==> config.mk <==
export PLATFORM = sky130hd
export DESIGN_NAME = serial_subtractor
export DESIGN_NICKNAME = d
export VERILOG_FILES = /design/src/rtl/serial_subtractor.sv
export SDC_FILE = /design/constraint.sdc
export NUM_CORES = 1
export LEC_CHECK = 0
export CORE_ASPECT_RATIO = 1.2
export CORE_MARGIN = 8
export CORE_UTILIZATION = 27
export CTS_CLUSTER_DIAMETER = 30
export DETAILED_ROUTE_END_ITERATION = 7
export PLACE_DENSITY_LB_ADDON = 0.08
export SLEW_MARGIN = 10
export SYNTH_ARGS = -nofsm -noshare
export SYNTH_HDL_FRONTEND = slang
export SYNTH_SLANG_ARGS = --single-unit
==> constraint.sdc <==
create_clock -name clk -period 1.87 [get_ports clk]
set_clock_uncertainty 0.1 [all_clocks]
set_input_delay 0.374 -clock clk [delete_from_list [all_inputs] [get_ports clk]]
set_output_delay 0.374 -clock clk [all_outputs]
set_load 0.005 [all_outputs]
==> src/rtl/serial_subtractor.sv <==
// Digit-serial subtractor: computes i0 - i1 - bin, DIGIT bits per clock,
// least-significant digit first, with borrow, unsigned borrow-out and signed overflow.
module serial_subtractor #(
    parameter int WIDTH = 8,
    parameter int DIGIT = 1
) (
    input  logic             clk,
    input  logic             rst_n,
    input  logic             start,
    input  logic [WIDTH-1:0] i0,
    input  logic [WIDTH-1:0] i1,
    input  logic             bin,
    output logic [WIDTH-1:0] d,
    output logic             bout,
    output logic             ovf,
    output logic             busy,
    output logic             done
);

    localparam int N  = WIDTH / DIGIT;
    localparam int CW = (N > 1) ? $clog2(N) : 1;
    localparam logic [CW-1:0] LAST = CW'(N - 1);

    typedef enum logic [1:0] {
        IDLE,
        RUN,
        DONE
    } state_t;

    state_t           state;
    logic [WIDTH-1:0] a_sh;
    logic [WIDTH-1:0] b_sh;
    logic [WIDTH-1:0] res_nxt;
    logic [CW-1:0]    cnt;
    logic             br;
    logic [DIGIT-1:0] a_dig;
    logic [DIGIT-1:0] b_dig;
    logic [DIGIT:0]   dsum;
    logic             ovf_dig;

    // Top bit of the (DIGIT+1)-bit difference is the digit's borrow-out.
    always_comb begin
        a_dig   = a_sh[DIGIT-1:0];
        b_dig   = b_sh[DIGIT-1:0];
        dsum    = {1'b0, a_dig} - {1'b0, b_dig} - {{DIGIT{1'b0}}, br};
        ovf_dig = (a_dig[DIGIT-1] ^ b_dig[DIGIT-1])
                & (a_dig[DIGIT-1] ^ dsum[DIGIT-1]);
        res_nxt = d >> DIGIT;
        res_nxt[WIDTH-1 -: DIGIT] = dsum[DIGIT-1:0];
    end

    always_ff @(posedge clk) begin
        if (!rst_n) begin
            state <= IDLE;
            a_sh  <= '0;
            b_sh  <= '0;
            cnt   <= '0;
            br    <= 1'b0;
            d     <= '0;
            bout  <= 1'b0;
            ovf   <= 1'b0;
            busy  <= 1'b0;
            done  <= 1'b0;
        end else begin
            unique case (state)
                IDLE, DONE: begin
                    done <= 1'b0;
                    if (start) begin
                        a_sh  <= i0;
                        b_sh  <= i1;
                        br    <= bin;
                        cnt   <= '0;
                        busy  <= 1'b1;
                        state <= RUN;
                    end else begin
                        state <= IDLE;
                    end
                end
                RUN: begin
                    a_sh <= a_sh >> DIGIT;
                    b_sh <= b_sh >> DIGIT;
                    d    <= res_nxt;
                    br   <= dsum[DIGIT];
                    bout <= dsum[DIGIT];
                    ovf  <= ovf_dig;
                    cnt  <= cnt + 1'b1;
                    if (cnt == LAST) begin
                        busy  <= 1'b0;
                        done  <= 1'b1;
                        state <= DONE;
                    end
                end
                default: begin
                    busy  <= 1'b0;
                    done  <= 1'b0;
                    state <= IDLE;
                end
            endcase
        end
    end

endmodule

==> results.yml, run 1 <==
place:
  post-place-ws_ns: 0.2226
  portBuffers: 31
  dp_hpwl_um: 2318
  place_congestion: 0.7213
sta:
  worst_pin_slew_ns: 0.2887
  hold_viol_final: 0
  slew_viol_final: 0
  finalCriticalPeriod_ns: 1.630
  holdWs_ns: 0.3690
  setup_viol: 0
  max_freq_mhz: 613.3
  finalCritPeriodShare: 0.8719
  max-slew-margin-rel: 0.8075
  fin_ws_ns: 0.2396
  rsz0062_at_grt: "false"
  fin_setup_tns_ns: 0
floorplanning:
  dieWidth_um: 82.93
  core_um2: 5225
  start_util: 0.2778
  num_rows: 29
  io_pins: 32
  die_height_um: 96.32
  die_area_um2: 7987
clock_tree:
  clock-sinks: 34
  root_buffer: "clkbuf_8"
  cts_repair_resize_count: 0
  htree_levels: 2
  cts_tree: "yes"
  post_cts_buffers: 0
  postCtsHoldBufs: 0
  cts_buffer_depth: 2
  clk_transition_reported_paths_ns: 0.07
  cts_made_buffers: 5
  clock_latency_ns: 0.28
global_routing:
  gr-total-overflow: 0
  gr-usage-all-layers: 0.08837
  antenna_found_initial: 0
  grt_max_degree: 35
  grt_pass1_wl_um: 5858
  grt_pass1_vias: 1310
power_and_ir_drop:
  vdd_drop_max_uv: 397.5
  p_leak_nw: 0.7164
  power_density_nw_per_um2: 844.7
synth:
  synth-async-reset-ratio: 0
  synth.distinct_cells: 25
  synth_edf_count: 0
  synth_seq_cells: 34
  ys_seq_area_frac: 0.4690
  syn_avg_cell_area_um2: 8.588
  synth_nets: 192
  yosysWarnings: 0
  syn_inst: 169
  syn_area_um2: 1451
  synthFlopType: "dfxtp_1"
finish:
  layout_commonest_cell: "nand2_1"
  mostFrequentLayoutCells: "nand2_1, dfxtp_1, clkdlybuf4s50_1, o21ai_0, a31oi_1"
  diodes: 0
  area_delta_synth_final_pct: 30.00
  nNetsFinal: 223
  drive_above_1_share: 0.09453
run:
  maxCapViolCount: 0
critical_path:
  critPathLaunchType: "flip-flop"
  path_max_fanout: 3
  critPathCaptureType: "output port"
  worstPathArrival_ns: 1.16
  cp.required_ns: 1.40
  cp-startpoint: "d[7]"
  crit_chain: "clkdlybuf4s50_1"
  crit_type: "reg -> out"
  worst-path-buf-inv: 1
  critical-path-top-delay-family: "buffers and inverters"
  r2r-start: "a_sh[0]"
  critPathMaxStageDelay_ns: 0.51
  critPathSlowestCell: "clkdlybuf4s50_1"
routing:
  drc_errors: 0
  first_iter_violations: 71
  vias_per_cell: 4.760
  wl_um: 3355
  drt-pass1-iter-count: 4
  detail-route-antenna-nets: 0
  wire_per_inst_um: 12.76
  vias: 1252
status:
  outcome: "finished clean"
min_path:
  min_from: "b_sh[7]"
  holdCritPathClass: "reg -> reg"
## flip-flops by register name, summed over array words and instances (netlist names)
name / cells
br: 1
b_sh: 8
ovf: 1
d: 8
state: 2
done: 1
cnt: 3
busy: 1
a_sh: 8
bout: 1
## cells in the mapped netlist, types with 3 or more instances
library cell | number | area [um^2]
o21ai_0 | 17 | 85.08
a21oi_1 | 3 | 15.01
nand3_1 | 4 | 20.02
a31oi_1 | 15 | 93.84
buf_4 | 4 | 30.03
dfxtp_1 | 34 | 680.7
buf_2 | 3 | 15.01
nor2b_1 | 3 | 18.77
nand2_1 | 51 | 191.4
a21boi_2 | 4 | 45.04
buf_6 | 5 | 56.30
a21boi_1 | 7 | 52.55
## per-layer routing
metal / wire, um / global-route usage
met3: 173 / 0.03641
met4: 54 / 0.03666
met2: 1668 / 0.1609
met5: 0 / 0
met1: 1458 / 0.08808
## final timing paths
| kind | end | slack (ns) | depth (start not counted) |
|---|---|---|---|
| hold / removal | b_sh[7] | 0.37 | 2 |
| hold reg to reg | b_sh[7] | 0.37 | 2 |
| setup / recovery | d[7] | 0.24 | 1 |
| setup reg to reg | ovf | 0.31 | 5 |
## cells by family (layout without fill, tap and decap cells)
family	count (synthesis)	count (layout)	synth area share
AOI/OAI and AO/OA	51	51	0.2310
adders and majority gates	3	3	0.03103
buffers and inverters	15	47	0.07758
DFF	34	34	0.4690
and+or+nand+nor	66	66	0.1914
## layout make-up
| type | instances | area, um^2 |
|---|---|---|
| Clock buffer | 7 | 86.33 |
| Clock inverter | 1 | 5.005 |
| Fill cell | 557 | 3338 |
| Inverter | 1 | 3.754 |
| Multi-Input combinational cell | 120 | 658.1 |
| Sequential cell | 34 | 680.7 |
| Tap cell | 62 | 77.57 |
| Timing Repair Buffer | 38 | 375.4 |
## power by group
group,switching [mW],internal (mW)
registers,0.0271,0.772
logic,0.114,0.119
clock network,0.265,0.297
## per-stage QoR
stage / instance area [um^2] / cells / util / total power [mW]
global placement: 1795 / 255 / 0.3436 / 1.047
finish: 1887 / 263 / 0.3611 / 1.594
CTS: 1887 / 263 / 0.3611 / 1.626
floorplan: 1451 / 169 / - / 0.9657
detailed placement: 1795 / 255 / 0.3436 / 1.054
global route: 1887 / 263 / 0.3611 / 1.690
Power figures use the tool's default switching activity.
==> inputs of run 2 (changes only) <==
--- a/config.mk
+++ b/config.mk
@@ -5,9 +5,9 @@
 export SDC_FILE = /design/constraint.sdc
 export NUM_CORES = 1
 export LEC_CHECK = 0
-export CORE_ASPECT_RATIO = 1.2
+export CORE_ASPECT_RATIO = 0.75
 export CORE_MARGIN = 8
-export CORE_UTILIZATION = 27
+export CORE_UTILIZATION = 40
 export CTS_CLUSTER_DIAMETER = 30
 export DETAILED_ROUTE_END_ITERATION = 7
 export PLACE_DENSITY_LB_ADDON = 0.08
==> results.yml, run 2 (same netlist as run 1, synthesis figures left out) <==
clock_tree:
  clock-sinks: 34
  clk_transition_reported_paths_ns: 0.06
  cts_buffer_depth: 2
  post_cts_buffers: 0
  cts_tree: "yes"
  cts_repair_resize_count: 0
  htree_levels: 2
  root_buffer: "clkbuf_8"
  postCtsHoldBufs: 0
  clock_latency_ns: 0.28
  cts_made_buffers: 5
routing:
  wire_per_inst_um: 13.06
  first_iter_violations: 95
  vias_per_cell: 5.041
  wl_um: 3147
  vias: 1215
  drt-pass1-iter-count: 4
  drc_errors: 0
  detail-route-antenna-nets: 0
finish:
  drive_above_1_share: 0.08040
  diodes: 0
  nNetsFinal: 222
  area_delta_synth_final_pct: 27.59
  reg_top3: "a_sh: 8 flops, b_sh: 8 flops, d: 8 flops"
  post-route-util: 0.5193
  final_area_um2: 1852
  mostFrequentLayoutCells: "nand2_1, dfxtp_1, clkdlybuf4s50_1, o21ai_0, a31oi_1"
  layout_commonest_cell: "nand2_1"
critical_path:
  critPathSlowestCell: "clkdlybuf4s50_1"
  crit_type: "reg -> out"
  worstPathArrival_ns: 1.15
  critPathCaptureType: "output port"
  worst-path-buf-inv: 1
  critPathLaunchType: "flip-flop"
  critPathMaxStageDelay_ns: 0.51
  crit_chain: "clkdlybuf4s50_1"
  critical-path-top-delay-family: "buffers and inverters"
  cp.required_ns: 1.40
  path_max_fanout: 2
status:
  outcome: "finished clean"
floorplanning:
  die_area_um2: 5832
  dieWidth_um: 85.56
  die_height_um: 68.17
  io_pins: 32
  start_util: 0.4070
  core_um2: 3566
  num_rows: 19
power_and_ir_drop:
  p_leak_nw: 0.7074
  p_int_mw: 1.150
  clkPwrFrac: 0.324
  p_seq_frac: 0.522
  p_comb_frac: 0.154
  power_mw: 1.531
  power_density_nw_per_um2: 826.6
  vdd_drop_max_uv: 406.5
  power.switching_mw: 0.3807
  switching_share: 0.2487
sta:
  finalCritPeriodShare: 0.8675
  fin_setup_tns_ns: 0
  setup_viol: 0
  max_freq_mhz: 616.5
  max-slew-margin-rel: 0.7686
  slew_viol_final: 0
  finalCriticalPeriod_ns: 1.622
  worst_pin_slew_ns: 0.3465
  hold_viol_final: 0
  rsz0062_at_grt: "false"
global_routing:
  grt_max_degree: 38
  gr-total-overflow: 0
  grt_pass1_wl_um: 5354
  antenna_found_initial: 0
  gr-usage-all-layers: 0.1186
  grt_pass1_vias: 1165
place:
  place_area_um2: 1775
  dp_hpwl_um: 2131
  place_congestion: 0.7334
  portBuffers: 31
min_path:
  holdCritPathClass: "reg -> reg"
run:
  maxCapViolCount: 0
[run 2: cell type report]
type,count,area (um^2)
Fill cell,346,1714
Sequential cell,34,680.7
Multi-Input combinational cell,120,658.1
Timing Repair Buffer,37,380.4
Clock buffer,7,76.32
Tap cell,42,52.55
Inverter,1,3.754
[run 2: per-layer routing]
metal / part of all wire / GRT usage / up-vias
li1: - / - / 631
met3: 0.058 / 0.05635 / 4
met1: 0.50 / 0.1429 / 557
met5: 0 / 0 / -
met4: 0.0079 / 0.04565 / 0
met2: 0.43 / 0.1813 / 23
[run 2: through the flow]
step                setup WS [ns]  std cells  hold WS [ns]
floorplan                  0.4164        169        0.3435
global placement           0.2317        234        0.3530
detailed placement         0.1940        234        0.3580
CTS                        0.2265        241        0.3668
global route               0.1825        241        0.3921
finish                     0.2478        241        0.3616
[run 2: power by group through the flow]
stage,Clock (mW),Sequential (mW),Combinational [mW]
2_1_floorplan,0,0.810,0.156
3_3_place_gp,0,0.814,0.231
3_5_place_dp,0,0.816,0.236
4_1_cts,0.514,0.800,0.237
5_1_grt,0.550,0.806,0.266
6_report,0.496,0.800,0.235
[run 2: worst paths after layout]
kind | from | end | slack (ns) | depth (start not counted)
worst max-delay path | ovf | ovf | 0.25 | 1
worst max register to register | a_sh[0] | ovf | 0.34 | 5
worst min register to register | d[0] | d[0] | 0.36 | 2
worst min-delay path | d[0] | d[0] | 0.36 | 2
==> inputs of run 3 (changes only) <==
--- a/config.mk
+++ b/config.mk
@@ -11,6 +11,7 @@
 export CTS_CLUSTER_DIAMETER = 30
 export DETAILED_ROUTE_END_ITERATION = 7
 export PLACE_DENSITY_LB_ADDON = 0.08
+export RECOVER_POWER = 100
 export SLEW_MARGIN = 10
 export SYNTH_ARGS = -nofsm -noshare
 export SYNTH_HDL_FRONTEND = slang
==> constraint.sdc (replaced) <==
create_clock -name clk -period 2.08 [get_ports clk]
set_clock_uncertainty 0.1 [all_clocks]
set_input_delay 0.416 -clock clk [delete_from_list [all_inputs] [get_ports clk]]
set_output_delay 0.416 -clock clk [all_outputs]
set_load 0.005 [all_outputs]
==> results.yml, run 3 (same netlist as run 1, synthesis figures left out) <==
sta:
  finalCritPeriodShare: 0.8353
  finalCriticalPeriod_ns: 1.737
  worst_pin_slew_ns: 0.5634
  max-slew-margin-rel: 0.6244
  fin_setup_tns_ns: 0
  hold_viol_final: 0
  setup_viol: 0
  max_freq_mhz: 575.6
  slew_viol_final: 0
  fin_ws_ns: 0.3426
  rsz0062_at_grt: "false"
min_path:
  whs_path_depth: 2
  whs_endpoint: "bout"
  min_from: "bout"
  holdCritPathClass: "reg -> reg"
clock_tree:
  htree_levels: 2
  clk_transition_reported_paths_ns: 0.07
  post_cts_buffers: 0
  clock_latency_ns: 0.28
  postCtsHoldBufs: 0
  cts_buffer_depth: 2
  cts_tree: "yes"
  cts_made_buffers: 5
  clock-sinks: 34
  root_buffer: "clkbuf_8"
  cts_repair_resize_count: 0
global_routing:
  antenna_found_initial: 0
  gr-usage-all-layers: 0.1131
  grt_pass1_wl_um: 5119
  grt_max_degree: 41
  gr-total-overflow: 0
  grt_pass1_vias: 1183
place:
  post-place-ws_ns: 0.3862
  dp_hpwl_um: 2086
  place_congestion: 0.7554
  portBuffers: 31
routing:
  drc_errors: 0
  wl_um: 3155
  wire_per_inst_um: 13.09
  detail-route-antenna-nets: 0
  vias_per_cell: 5.041
  drt-pass1-iter-count: 4
  vias: 1215
  first_iter_violations: 107
floorplanning:
  die_area_um2: 5832
  die_height_um: 68.17
  dieWidth_um: 85.56
  start_util: 0.4070
  core_um2: 3566
  io_pins: 32
  num_rows: 19
power_and_ir_drop:
  power_density_nw_per_um2: 776.8
  vdd_drop_max_uv: 424.6
  power.switching_mw: 0.3550
  p_leak_nw: 0.7345
  p_seq_frac: 0.509
  p_comb_frac: 0.139
  p_int_mw: 1.056
  clkPwrFrac: 0.352
  switching_share: 0.2515
critical_path:
  worst-path-buf-inv: 1
  ff2ff_setup_slack_ns: 0.51
  reg2reg_to: "ovf"
  critical-path-top-delay-family: "buffers and inverters"
  critPathCaptureType: "output port"
  path_max_fanout: 3
  reg2reg_depth: 5
  critPathMaxStageDelay_ns: 0.59
  critPathLaunchType: "flip-flop"
  critPathSlowestCell: "dlygate4sd3_1"
  r2r-start: "a_sh[0]"
  crit_chain: "dlygate4sd3_1"
  worstPathArrival_ns: 1.22
  crit_type: "reg -> out"
  cp.required_ns: 1.56
finish:
  mostFrequentLayoutCells: "nand2_1, dfxtp_1, clkdlybuf4s50_1, o21ai_0, a31oi_1"
  drive_above_1_share: 0.06533
  layout_commonest_cell: "nand2_1"
  nNetsFinal: 221
  reg_top3: "a_sh: 8 flops, b_sh: 8 flops, d: 8 flops"
  diodes: 0
  area_delta_synth_final_pct: 25.17
status:
  outcome: "finished clean"
run:
  maxCapViolCount: 0
[run 3: cell count changes in the layout (fill, tap and decap cells not counted), moves of 2 or more]
| cell | before | now |
|---|---|---|
| a21boi_0 | 1 | 12 |
| a21boi_1 | 7 | 0 |
| a21boi_2 | 4 | 0 |
| buf_12 | 2 | 0 |
| clkdlybuf4s50_1 | 31 | 18 |
| dlygate4sd3_1 | 0 | 13 |
[run 3: layer usage]
layer / routed length, um / GRT usage / vias up
met2: 1349 / 0.1755 / 25
li1: - / - / 632
met5: 0 / 0 / -
met3: 210 / 0.05036 / 4
met4: 38 / 0.06087 / 0
met1: 1557 / 0.1309 / 554
[run 3: cell type report]
class | count | area [um^2]
multi-input cells | 120 | 643.1
flip-flops and latches | 34 | 680.7
clock buffers | 7 | 86.33
clock inverters | 1 | 5.005
fillers | 348 | 1749
inverters | 1 | 3.754
well taps | 42 | 52.55
repair buffers | 36 | 345.3
[run 3: power by group through the flow]
stage / registers [mW] / clock network (mW) / logic [mW]
finish: 0.718 / 0.497 / 0.196
global route: 0.723 / 0.546 / 0.222
CTS: 0.719 / 0.512 / 0.204
detailed placement: 0.733 / 0 / 0.203
global placement: 0.732 / 0 / 0.197
floorplan: 0.728 / 0 / 0.140
[run 3: worst max-delay path by stage]
stage	start	end	slack, ns	cells past startpoint
6_report	d[2]	d[2]	0.34	1
5_1_grt	rst_n	b_sh[1]	0.27	4
4_1_cts	busy	busy	0.38	1
3_5_place_dp	start	a_sh[4]	0.39	5
3_3_place_gp	start	b_sh[5]	0.40	5
2_1_floorplan	a_sh[0]	ovf	0.63	5
[run 3: through the flow]
stage,instance area (um^2),instances,hold slack (ns),power [mW],util
after CTS,1834,241,0.3669,1.435,0.5144
after detailed placement,1743,233,0.3564,0.9359,0.4888
final,1817,241,0.3627,1.411,0.5095
after floorplan,1451,169,0.3435,0.8682,-
after global placement,1743,233,0.3533,0.9289,0.4888
after global routing,1817,241,0.3913,1.492,0.5095
